--- src/rtl/bcd_scan_display_if.sv ---
// Bus between the units-counter side and the two-digit seven-segment scan display.
// The producer drives en/units_in; the display block drives the segment bus and status.
interface bcd_scan_display_if;
    logic       en;
    logic [3:0] units_in;
    logic [6:0] seg;
    logic [1:0] an;
    logic [3:0] tens_out;
    logic       overflow;
    logic       invalid;

    modport master (
        output en, units_in,
        input  seg, an, tens_out, overflow, invalid
    );

    modport slave (
        input  en, units_in,
        output seg, an, tens_out, overflow, invalid
    );
endinterface

--- src/rtl/bcd_scan_display.sv ---
// Tens-digit counter driven by units-digit wraps, plus a two-digit time-multiplexed
// seven-segment scanner showing units (an=01) and tens (an=10) on one shared bus.
module bcd_scan_display #(
    parameter int SCAN_DIV = 4,
    parameter int MAX_TENS = 9
) (
    input  logic               clk,
    input  logic               rst,
    bcd_scan_display_if.slave  disp
);

    localparam int             DIV_W     = $clog2(SCAN_DIV);
    localparam logic [DIV_W-1:0] DIV_LAST = DIV_W'(SCAN_DIV - 1);
    localparam logic [3:0]     TENS_LAST = 4'(MAX_TENS);

    typedef enum logic {DIG0, DIG1} state_e;

    function automatic logic [6:0] seg_decode(input logic [3:0] d);
        logic [6:0] s;
        case (d)
            4'd0:    s = 7'h3F;
            4'd1:    s = 7'h06;
            4'd2:    s = 7'h5B;
            4'd3:    s = 7'h4F;
            4'd4:    s = 7'h66;
            4'd5:    s = 7'h6D;
            4'd6:    s = 7'h7D;
            4'd7:    s = 7'h07;
            4'd8:    s = 7'h7F;
            4'd9:    s = 7'h6F;
            default: s = 7'h00;
        endcase
        return s;
    endfunction

    logic [3:0]       units_q, prev_q;
    logic [3:0]       tens_q, tens_d;
    logic             overflow_q, overflow_d;
    logic             invalid_q, invalid_d;
    logic [DIV_W-1:0] div_q, div_d;
    state_e           state_q, state_d;
    logic [1:0]       an_q, an_d;
    logic [6:0]       seg_q;
    logic [3:0]       digit_sel;
    logic             wrap;

    // prev_q >= 9 also catches a counter that briefly emitted 10 before returning to 0
    assign wrap = (units_q == 4'd0) && (prev_q >= 4'd9);

    always_comb begin
        tens_d     = tens_q;
        overflow_d = 1'b0;
        if (wrap && disp.en) begin
            if (tens_q >= TENS_LAST) begin
                tens_d     = 4'd0;
                overflow_d = 1'b1;
            end else begin
                tens_d = tens_q + 4'd1;
            end
        end
    end

    assign invalid_d = (units_q > 4'd9);
    assign div_d     = (div_q == DIV_LAST) ? '0 : div_q + 1'b1;

    // FSM: state register
    always_ff @(posedge clk) begin
        if (rst) begin
            state_q <= DIG0;
            div_q   <= '0;
        end else begin
            state_q <= state_d;
            div_q   <= div_d;
        end
    end

    // FSM: next state
    always_comb begin
        state_d = state_q;
        if (div_q == DIV_LAST) begin
            state_d = (state_q == DIG0) ? DIG1 : DIG0;
        end
    end

    // FSM: outputs, registered below so seg and an always come from the same state
    always_comb begin
        an_d      = 2'b01;
        digit_sel = units_q;
        if (state_q == DIG1) begin
            an_d      = 2'b10;
            digit_sel = tens_q;
        end
    end

    always_ff @(posedge clk) begin
        if (rst) begin
            units_q    <= 4'd0;
            prev_q     <= 4'd0;
            tens_q     <= 4'd0;
            overflow_q <= 1'b0;
            invalid_q  <= 1'b0;
            an_q       <= 2'b00;
            seg_q      <= 7'h00;
        end else begin
            units_q    <= disp.units_in;
            prev_q     <= units_q;
            tens_q     <= tens_d;
            overflow_q <= overflow_d;
            invalid_q  <= invalid_d;
            an_q       <= an_d;
            seg_q      <= seg_decode(digit_sel);
        end
    end

    assign disp.seg      = seg_q;
    assign disp.an       = an_q;
    assign disp.tens_out = tens_q;
    assign disp.overflow = overflow_q;
    assign disp.invalid  = invalid_q;

endmodule
--- src/flat_wrapper.sv ---
// flat-port wrapper written by rule: the top's interface ports become plain ports
module bcd_scan_display_flat 
#(
    parameter int SCAN_DIV = 4,
    parameter int MAX_TENS = 9
)
  (clk, rst, disp_en, disp_units_in, disp_seg, disp_an, disp_tens_out, disp_overflow, disp_invalid);
  bcd_scan_display_if disp_i ();
  input  logic clk;
  input  logic rst;
  input wire logic [$bits(disp_i.en)-1:0] disp_en;
  input wire logic [$bits(disp_i.units_in)-1:0] disp_units_in;
  output wire logic [$bits(disp_i.seg)-1:0] disp_seg;
  output wire logic [$bits(disp_i.an)-1:0] disp_an;
  output wire logic [$bits(disp_i.tens_out)-1:0] disp_tens_out;
  output wire logic [$bits(disp_i.overflow)-1:0] disp_overflow;
  output wire logic [$bits(disp_i.invalid)-1:0] disp_invalid;
  assign disp_i.en = disp_en;
  assign disp_i.units_in = disp_units_in;
  assign disp_seg = disp_i.seg;
  assign disp_an = disp_i.an;
  assign disp_tens_out = disp_i.tens_out;
  assign disp_overflow = disp_i.overflow;
  assign disp_invalid = disp_i.invalid;
  bcd_scan_display #(.SCAN_DIV(SCAN_DIV), .MAX_TENS(MAX_TENS)) u_core (.clk(clk), .rst(rst), .disp(disp_i));
endmodule
--- config.mk ---
export PLATFORM = sky130hd
export DESIGN_NAME = bcd_scan_display_flat
export DESIGN_NICKNAME = d
export VERILOG_FILES = /design/src/rtl/bcd_scan_display_if.sv /design/src/rtl/bcd_scan_display.sv /design/src/flat_wrapper.sv
export SDC_FILE = /design/constraint.sdc
export NUM_CORES = 1
export LEC_CHECK = 0
export CAP_MARGIN = 20
export CORE_AREA = 5 5 64 49
export DETAILED_ROUTE_END_ITERATION = 10
export DIE_AREA = 0 0 69 54
export DONT_BUFFER_PORTS = 1
export PLACE_DENSITY = 0.63
export SYNTH_ARGS = -nofsm -noshare
export SYNTH_HDL_FRONTEND = slang
export SYNTH_SLANG_ARGS = --single-unit
--- constraint.sdc ---
create_clock -name clk -period 2.1 [get_ports clk]
set_input_delay 0.315 -clock clk [delete_from_list [all_inputs] [get_ports clk]]
set_output_delay 0.315 -clock clk [all_outputs]
set_load 0.03 [all_outputs]
## Yosys cells after proc, flatten, opt, wreduce, memory -nomap -nowiden

Memory sizes are Yosys's and may differ from the RTL's. A register that Yosys moved wholly into a read port is not among the register bits.
Index checks and enable logic that the tools add are counted.

- Flip-flop bits (word level): 19
- Latch bits: 0
- RAM bits: 0
- Memory bits (read-only): 112
- Bits of input ports: 7
- Output and inout bits: 15
- Word-level logic and storage cells: 26
- Memories kept: 1

- $add $sub $neg: 2
- Multiply operators: 0
- Div/mod/pow operators: 0
- Order comparisons: 3
- Equal/unequal tests: 1
- Shift-type cells: 0
- Mux-type cells: 5
- Bitwise gates (word level): 1
- Reductions and logical operators: 5

Memory list:

| memory | words | width | read ports | clocked after memory_dff | write ports | line | text |
|---|---|---|---|---|---|---|---|
| (no name shown) | 16 | 7 | 1 | 1 | 0 | bcd_scan_display.sv:20 | `case (d)` |

Operator list:

| operator | number |
|---|---|
| >= comparator 4 bit (second input constant) | 2 |
| 2-to-1 mux 4 bit | 2 |
| adder 4 x 1 -> 4 bit (second input constant) | 1 |
| > comparator 4 bit (second input constant) | 1 |
| zero test 4 bit | 1 |
| OR reduction 2 bit | 2 |
| adder 2 x 1 -> 2 bit (second input constant) | 1 |
| equality test 2 bit (second input constant) | 1 |
| logical AND 1 bit | 2 |
| 2-to-1 mux 1 bit | 2 |
| 2-to-1 mux 2 bit | 1 |
| inverter 1 bit | 1 |

## Depth between registers and ports, before layout

Gate-level depths: netlist (run 1).

- Depth in word-level cells: 5
- Gate-level depth with buffers: 7
- Gate-level depth less buffers: 6

## Worst setup path after synthesis (run 1)

No wires, ideal clock.

- Path type: flip-flop to flip-flop
- Start: register u_core.state_q
- End: register u_core.seg_q[5], in the netlist u_core.disp.seg[5]
- Setup time: 91 ps
- Arrival: 1,606 ps
- Data required time: 2,009 ps
- Slack: 403 ps
- Cell stages (with the launch flop): 7
- Clock period less this slack: 1,697 ps
- Path through: dfxtp_1 buf_6 mux2i_2 inv_1 ha_1 or2_1 a311oi_1

- Longest elaborated chain between the ends: 1

Ends and longest elaborated chain:

| element | line | text |
|---|---|---|
| from (decl) | bcd_scan_display.sv:41 | `state_e state_q, state_d;` |
| from (signal assigned) | bcd_scan_display.sv:72 | `state_q <= state_d;` |
| 2-to-1 mux 4 bit | bcd_scan_display.sv:89 | `if (state_q == DIG1) begin` |
| to (decl) | bcd_scan_display.sv:43 | `logic [6:0] seg_q;` |

No other way between the ends.
A chain may end at the register's enable or synchronous reset.

## Worst setup path in the final report (run 1)

- Start: register u_core.state_q
- End: register u_core.seg_q[6], in the netlist u_core.disp.seg[6]

The elaborated chain is that of the path after synthesis.

==> results_dict.tcl, run 1 <==
set metrics [dict create \
    synthArstFlopShare_pct 0 \
    path_delay_family "multiplexers" \
    syn_inst 107 \
    io_pins 22 \
    grt_pass1_vias 687 \
    crit_type "reg2reg" \
    clkLatencyLatePin_ns 0.32 \
    antenna_found_initial 0 \
    whs_path_depth 1 \
    fillers 251 \
    via_per_inst 4.97 \
    firstDrtPassIters 4 \
    fin_crit_sh_pct 77.1 \
    cts-root-buf "clkbuf_4" \
    hold_buffers 0 \
    ys_warn_count 0 \
    cts_num_sinks 26 \
    maxCapViolCount 0 \
    grt_max_degree 23 \
    die_width_um 69 \
    drtIter0Drc 32 \
    synth_seq_area_share_pct 45.5 \
    clock.fmax_mhz 618 \
    layout-drive-gt1-share_pct 15.0 \
    crit_chain "buf_4, mux2i_4, mux2_2, o21ai_0" \
    clockBufferDepth 2 \
    die_h_um 54 \
    hold_viol 0 \
    antenna_cells 0 \
    drc 0 \
    relSlewSlack_pct 64.6 \
    postCtsResizedCells 0 \
    syn-num-nets 124 \
    synth_area_leader_cell "dfxtp_1" \
    cp_slowest_cell "dfxtp_1" \
    place_hpwl_um 1450 \
    worst-slew-pin-transition_ns 0.530 \
    slew_viol_final 0 \
    power_leakage_uw 0.000532 \
    ir_drop_v 0.000481 \
    reg2reg_to "u_core.disp.seg[6]" \
    rows 16 \
    routedWlPerCell_um 12.9 \
    r2r_setup_slack_ns 0.48 \
    combPwrFrac_pct 9.2 \
    area_growth_pct 10.2 \
    fin_area_um2 1260 \
    cts_made_buffers 3 \
    fin_worst_skew_ns 0.00629 \
    clkPwrFrac_pct 33.9 \
    ys_ff_latch 26 \
    die-area_um2 3730 \
    initial_core_util_pct 44.7 \
    reg2reg_depth 4 \
    cp-start-kind "flip-flop" \
    setup_viol 0 \
    crit_buf_inv 1 \
    p_int_uw 766 \
    grt_remaining_overflow 0 \
    post-route-min-period_ns 1.62 \
    timing.setup.tns_ns 0 \
    fp.coreArea_um2 2560 \
    synth-edff-count 0 \
    grt_usage_pct 11.3 \
    num_vias 740 \
    worstHoldStart "rst" \
    grt_pass1_wl_um 3170 \
    rsz0062_at_grt "false" \
    drtAntennaViolNets 0 \
    htree_levels 1 \
    status "completed" \
    arrival_ns 1.89 \
    p_switching_uw 242 \
    powerDensity_nw_per_um2 799 \
    cp.depth 4 \
    gp_congestion 0.732 \
    hold_path_class "in2reg" \
    cp_max_fo 10 \
    synth_ff_type "dfxtp_1" \
    cts_setup_buffers 0 \
    avgSynthCellArea_um2 10.7 \
    rr_startpoint "u_core.state_q" \
    clkSlewWorstSetupHoldPaths_ns 0.14 \
    holdPathEnd "u_core.disp.seg[3]" \
    crit_required_ns 2.37 \
    synth_cell_types 35 \
    placed_area_um2 1210 \
    p_sw_share_pct 24.0 \
    slowest_delay_ns 0.49 \
    yosysTopAreaCellShare_pct 45.5 \
    endpoint_kind "flip-flop" \
    finalNetCount 131 \
    p_seq_share_pct 56.8 \
    wl_um 1930 \
    synth_area_leaders "dfxtp_1, ha_1, nor2b_1, mux2i_4, mux2i_1" \
    synth.cell_area_um2 1140 \
    cts_tree "built" \
    io_buffers 0 \
]
-- power groups by stage --
stage	registers, uW	clock network (uW)	logic (uW)
global route	577	368	107
global placement	584	0	90.4
finish	573	342	92.9
floorplan	578	0	84.2
detailed placement	585	0	93.6
CTS	574	351	93.7
-- metrics by stage --
step	util, %	hold slack (ns)	total power [uW]	cells	setup slack [ns]
after global routing	49.2	0.00129	1050	149	0.339
after floorplan	-	0.394	663	107	0.403
after detailed placement	47.2	0.387	678	145	0.492
after CTS	49.2	0.0230	1020	149	0.464
after global placement	47.2	0.385	675	145	0.539
final	49.2	0.0321	1010	149	0.481
-- how the worst max path moves through the flow --
| stage | startpoint | to | slack, ns |
|---|---|---|---|
| after floorplan | u_core.state_q | u_core.disp.seg[5] | 0.40 |
| after CTS | u_core.state_q | u_core.disp.seg[6] | 0.46 |
| after global routing | u_core.state_q | u_core.disp.seg[5] | 0.34 |
| after detailed placement | u_core.state_q | u_core.disp.seg[6] | 0.49 |
| final | u_core.state_q | u_core.disp.seg[6] | 0.48 |
| after global placement | u_core.state_q | u_core.disp.seg[6] | 0.54 |
-- cells in the mapped netlist, drive strengths merged, types with 3 or more instances --
cell type,count
o21ai,3
and3,3
ha,10
nand2,5
dfxtp,26
inv,8
a21oi,4
mux2i,7
nor2b,10
nor2,4
-- worst reg2reg max path: stages, from the launching register on --
cell	delay, ns
dfxtp_1	0.49
buf_4	0.20
mux2i_4	0.37
mux2_2	0.38
o21ai_0	0.12
-- per-layer routing --
layer	vias to the layer above	routed length, um	track usage (%)
met5	-	0	0
met2	19	831	18.8
met4	0	18	3.90
met1	341	921	12.7
li1	378	-	-
met3	2	157	5.97
-- area by class of cell --
type                    count  area, um^2  area share, %
clock inverters             1        30.0           2.38
well taps                  36        45.0           3.57
multi-input cells          70         576           45.6
clock buffers               3        22.5           1.79
flip-flops and latches     26         520           41.3
repair buffers              5        37.5           2.98
inverters                   8        30.0           2.38
-- kinds of logic after synthesis --
family	synth area share [%]
buffers and inverters	4.26
xor gates and xnor gates	0.765
AOI/OAI and AO/OA	10.3
muxes	10.6
DFF	45.5
adders and majority gates	10.9
and+or+nand+nor	17.7
-- flip-flops by register name, indices dropped and copies added, names as in the netlist --
register / cells
u_core.disp.seg: 7
u_core.disp.tens_out: 4
u_core.prev_q: 4
u_core.units_q: 4
u_core.disp.an: 2
u_core.div_q: 2
u_core.disp.invalid: 1
u_core.disp.overflow: 1
u_core.state_q: 1
-- cell usage in the layout (no fill, tap or decap) --
cell	synthesis	layout
nand3_1	1	1
buf_4	0	5
nand4_1	1	1
mux2_2	2	2
o2111ai_1	1	1
nand2b_1	2	2
or3_1	1	1
and3_1	3	3
o211ai_1	2	2
nor2b_1	10	10
bufinv_16	0	1
ha_1	10	10
nor2_1	4	4
mux2i_1	4	4
inv_1	8	8
nor3b_1	2	2
nand2_1	5	5
a2111oi_0	1	1
mux2i_4	2	2
nand3b_1	1	1
a21bo_2	1	1
dfxtp_1	26	26
mux2i_2	1	1
a211oi_2	1	1
a221oi_1	1	1
or2_1	1	1
a21oi_1	4	4
and4bb_2	1	1
o21ai_0	2	2
nor3_1	1	1
a32o_1	1	1
clkbuf_4	0	3
o21ai_1	1	1
xnor2_1	1	1
nand4bb_1	1	1
a311oi_1	1	1
(Power assumes the default switching activity.)
==> inputs of run 2 (changes only) <==
- clock period: 2.1 -> 1.65 ns (I/O delays scaled with it)
==> results_dict.tcl, run 2 (synthesis results as in run 1) <==
set metrics [dict create \
    grt_usage_pct 12.3 \
    rsz0062_at_grt "false" \
    die_width_um 69 \
    antenna_cells 0 \
    fin_area_um2 1320 \
    placed_area_um2 1250 \
    status "completed" \
    post-place-ws_ns 0.0667 \
    arrival_ns 1.77 \
    setup_viol 0 \
    cts-root-buf "clkbuf_4" \
    cp_max_fo 7 \
    layout-drive-gt1-share_pct 19.5 \
    reg2reg_depth 5 \
    drtAntennaViolNets 0 \
    post-route-min-period_ns 1.53 \
    cts_made_buffers 3 \
    clockBufferDepth 2 \
    final_util_pct 51.4 \
    final_common_cell "dfxtp_1" \
    die_h_um 54 \
    clkLatencyLatePin_ns 0.33 \
    routedWlPerCell_um 13.9 \
    largest_reg_flops 7 \
    power_leakage_uw 0.000557 \
    fillers 262 \
    crit_required_ns 1.89 \
    grtUsageMet2_pct 20.1 \
    antenna_found_initial 0 \
    place_hpwl_um 1580 \
    initial_core_util_pct 44.7 \
    cp-start-kind "flip-flop" \
    num_vias 760 \
    final_cell_mix "dfxtp_1, nor2b_1, ha_1" \
    die-area_um2 3730 \
    crit_type "reg2reg" \
    relSlewSlack_pct 53.5 \
    finalNetCount 136 \
    clkSlewWorstSetupHoldPaths_ns 0.15 \
    hold_viol 0 \
    whs_path_depth 1 \
    cts_tree "built" \
    gr-max-usage-layer "met2" \
    io_pins 22 \
    grt_max_degree 20 \
    fin_worst_skew_ns 0.0180 \
    io_buffers 0 \
    cts_num_sinks 26 \
    firstDrtPassIters 4 \
    holdWs_ns 0.0381 \
    rows 16 \
    gp_congestion 0.769 \
    fin_crit_sh_pct 92.7 \
    grt_remaining_overflow 0 \
    setup_ws_ns 0.120 \
    timing.setup.tns_ns 0 \
    via_per_inst 4.94 \
    area_growth_pct 15.1 \
    ir_drop_v 0.00103 \
    fp.coreArea_um2 2560 \
    endpoint_kind "flip-flop" \
    maxCapViolCount 0 \
    drc 0 \
    wl_um 2140 \
    use_met1_pct 14.8 \
    slew_viol_final 0 \
    powerDensity_nw_per_um2 986 \
    htree_levels 1 \
    met3_usage_pct 5.97 \
    worst-slew-pin-transition_ns 0.695 \
    grt_pass1_vias 731 \
    hold_path_class "in2reg" \
    grt_pass1_wl_um 3510 \
    drtIter0Drc 15 \
    clock.fmax_mhz 654 \
]
[run 2: cell types whose count changed in the layout (fill, tap and decap cells not counted), sizes merged]
cell | before | now
buf | 5 | 9
dlygate4sd3 | 0 | 1
[run 2: final cells by class]
class / instances / area [um^2] / area share [%]
clock buffers: 3 / 22.5 / 1.71
multi-input cells: 70 / 591 / 44.8
inverters: 8 / 30.0 / 2.28
flip-flops and latches: 26 / 522 / 39.6
repair buffers: 10 / 77.6 / 5.89
well taps: 36 / 45.0 / 3.42
clock inverters: 1 / 30.0 / 2.28
[run 2: worst max-delay path, cell delays in order (launching register included)]
cell	delay [ns]
dfxtp_2	0.41
buf_4	0.18
mux2i_4	0.33
buf_4	0.18
nand2_1	0.07
a311oi_1	0.27
[run 2: per-layer routing]
layer  wire length (um)  vias up
li1                   -      393
met1               1040      344
met2                912       19
met3                153        4
met4                 26        0
met5                  0        -
[run 2: power by group]
part	leakage [uW]	switching [uW]	total, uW	internal, uW
Clock	0.0000279	187	433	246
Sequential	0.000215	63.6	731	667
Combinational	0.000314	67.7	135	67.7
[run 2: stage by stage]
| step | power (uW) | cells |
|---|---|---|
| 3_5_place_dp | 871 | 149 |
| 3_3_place_gp | 869 | 149 |
| 2_1_floorplan | 846 | 107 |
| 6_report | 1300 | 154 |
| 5_1_grt | 1360 | 154 |
| 4_1_cts | 1300 | 154 |
[run 2: path summary, 6_finish.rpt]
kind / startpoint / endpoint / slack, ns
max: u_core.state_q / u_core.disp.seg[5] / 0.12
max reg2reg: u_core.state_q / u_core.disp.seg[5] / 0.12
min reg2reg: u_core.div_q[0] / u_core.div_q[0] / 0.44
min: disp_units_in[3] / u_core.units_q[3] / 0.04
[run 2: repair_timing]
action                                  4_1_cts  5_1_grt
hold endpoints to repair                     19        0
buffers inserted                              0        0
endpoints found under the setup margin        0        4
gates resized for setup                       0        3
hold buffers                                  1        0
==> inputs of run 3 (changes only) <==
- CORE_AREA: 5 5 64 49 -> 5 5 87 65
- DIE_AREA: 0 0 69 54 -> 0 0 92 70
- PLACE_DENSITY: 0.63 -> 0.39
==> results_dict.tcl, run 3 (synthesis results as in run 1) <==
set metrics [dict create \
    firstDrtPassIters 4 \
    maxCapViolCount 0 \
    die-area_um2 6440 \
    crit_required_ns 1.83 \
    post-route-min-period_ns 1.52 \
    drtIter0Drc 50 \
    grt_remaining_overflow 0 \
    antenna_found_initial 0 \
    die_h_um 70 \
    placed_area_um2 1280 \
    cts_tree "built" \
    rows 21 \
    wl_um 2450 \
    slew_viol_final 0 \
    cp-endpoint "u_core.disp.seg[5]" \
    routedWlPerCell_um 14.0 \
    startpoint "u_core.state_q" \
    place_hpwl_um 1850 \
    powerDensity_nw_per_um2 1030 \
    fin_crit_sh_pct 92.0 \
    reg2reg_depth 5 \
    r2r_setup_slack_ns 0.13 \
    clkSlewWorstSetupHoldPaths_ns 0.09 \
    crit_chain "mux2i_4, inv_1, ha_1, or2_1, a311oi_1" \
    fin_worst_skew_ns 0.00542 \
    fp.coreArea_um2 4680 \
    crit_type "reg2reg" \
    crit_buf_inv 1 \
    htree_levels 1 \
    arrival_ns 1.70 \
    setup_ws_ns 0.131 \
    worstHoldStart "rst" \
    postCtsResizedCells 0 \
    cts_setup_buffers 0 \
    cp_max_fo 3 \
    largest_reg_flops 7 \
    reg2reg_to "u_core.disp.seg[5]" \
    multi_input_area_um2 584 \
    drtAntennaViolNets 0 \
    io_buffers 0 \
    relSlewSlack_pct 71.5 \
    clkLatencyLatePin_ns 0.27 \
    final_cell_mix "dfxtp_1, nor2b_1, ha_1, buf_4, inv_1" \
    via_per_inst 4.55 \
    status "completed" \
    layout.area.seq_um2 522 \
    hold_path_class "in2reg" \
    ir_drop_v 0.000353 \
    initial_core_util_pct 24.5 \
    gp_congestion 0.739 \
    grt_usage_pct 7.89 \
    fillers 493 \
    grt_pass1_vias 783 \
    setup_viol 0 \
    hold_viol 0 \
    hold_buffers 0 \
    power_uw 1390 \
    num_vias 796 \
    cts_num_sinks 26 \
    cts_made_buffers 3 \
    holdWs_ns 0.0287 \
    die_width_um 92 \
    area_growth_pct 18.3 \
    fin_area_um2 1350 \
    timing.setup.tns_ns 0 \
    grt_max_degree 23 \
    cts-root-buf "clkbuf_8" \
    cp.depth 5 \
    antenna_cells 0 \
    rr_startpoint "u_core.state_q" \
    endpoint_kind "flip-flop" \
    drc 0 \
    slowest_delay_ns 0.39 \
    post-place-ws_ns 0.0730 \
    path_delay_family "flip-flops" \
    worst-slew-pin-transition_ns 0.417 \
    io_pins 22 \
    power_leakage_uw 0.000565 \
    rsz0062_at_grt "false" \
    layout-drive-gt1-share_pct 19.5 \
    cp_slowest_cell "dfxtp_2" \
    cp-start-kind "flip-flop" \
    grt_pass1_wl_um 3930 \
    final_common_cell "dfxtp_1" \
    clockBufferDepth 2 \
    clock.fmax_mhz 659 \
    finalNetCount 136 \
]
-- run 3: cell types whose count changed in the layout (fill, tap and decap cells not counted), sizes merged --
cell,before,now
dlygate4sd3,1,0
buf,9,10
-- run 3: worst min path at each step --
stage	to	slack, ns	cells past startpoint
2_1_floorplan	u_core.prev_q[3]	0.33	1
3_3_place_gp	u_core.disp.seg[3]	0.32	1
3_5_place_dp	u_core.disp.seg[3]	0.32	1
4_1_cts	u_core.disp.an[0]	0.01	1
5_1_grt	u_core.disp.seg[3]	0.004	1
6_report	u_core.disp.seg[3]	0.03	1
-- run 3: through the flow --
step | cells | utilization [%]
floorplan | 107 | -
global placement | 171 | 27.4
detailed placement | 171 | 27.4
CTS | 175 | 28.9
global route | 175 | 28.9
finish | 175 | 28.9
-- run 3: area by class of cell --
class | count | area share (%)
repair buffers | 10 | 5.55
clock buffers | 3 | 3.05
multi-input cells | 70 | 43.2
clock inverters | 1 | 2.22
inverters | 8 | 2.22
flip-flops and latches | 26 | 38.5
well taps | 57 | 5.27
-- run 3: where the power goes --
| part | internal, uW | total [uW] | switching, uW |
|---|---|---|---|
| registers | 667 | 732 | 64.9 |
| clock network | 325 | 527 | 202 |
| logic | 69.1 | 133 | 63.9 |
-- run 3: metal layers --
| metal | vias up | share of wire (%) | GRT usage [%] |
|---|---|---|---|
| li1 | 390 | - | - |
| met1 | 384 | 51 | 10.1 |
| met2 | 18 | 42 | 11.7 |
| met3 | 4 | 5.5 | 3.76 |
| met4 | 0 | 1.3 | 2.47 |
| met5 | - | 0 | 0 |
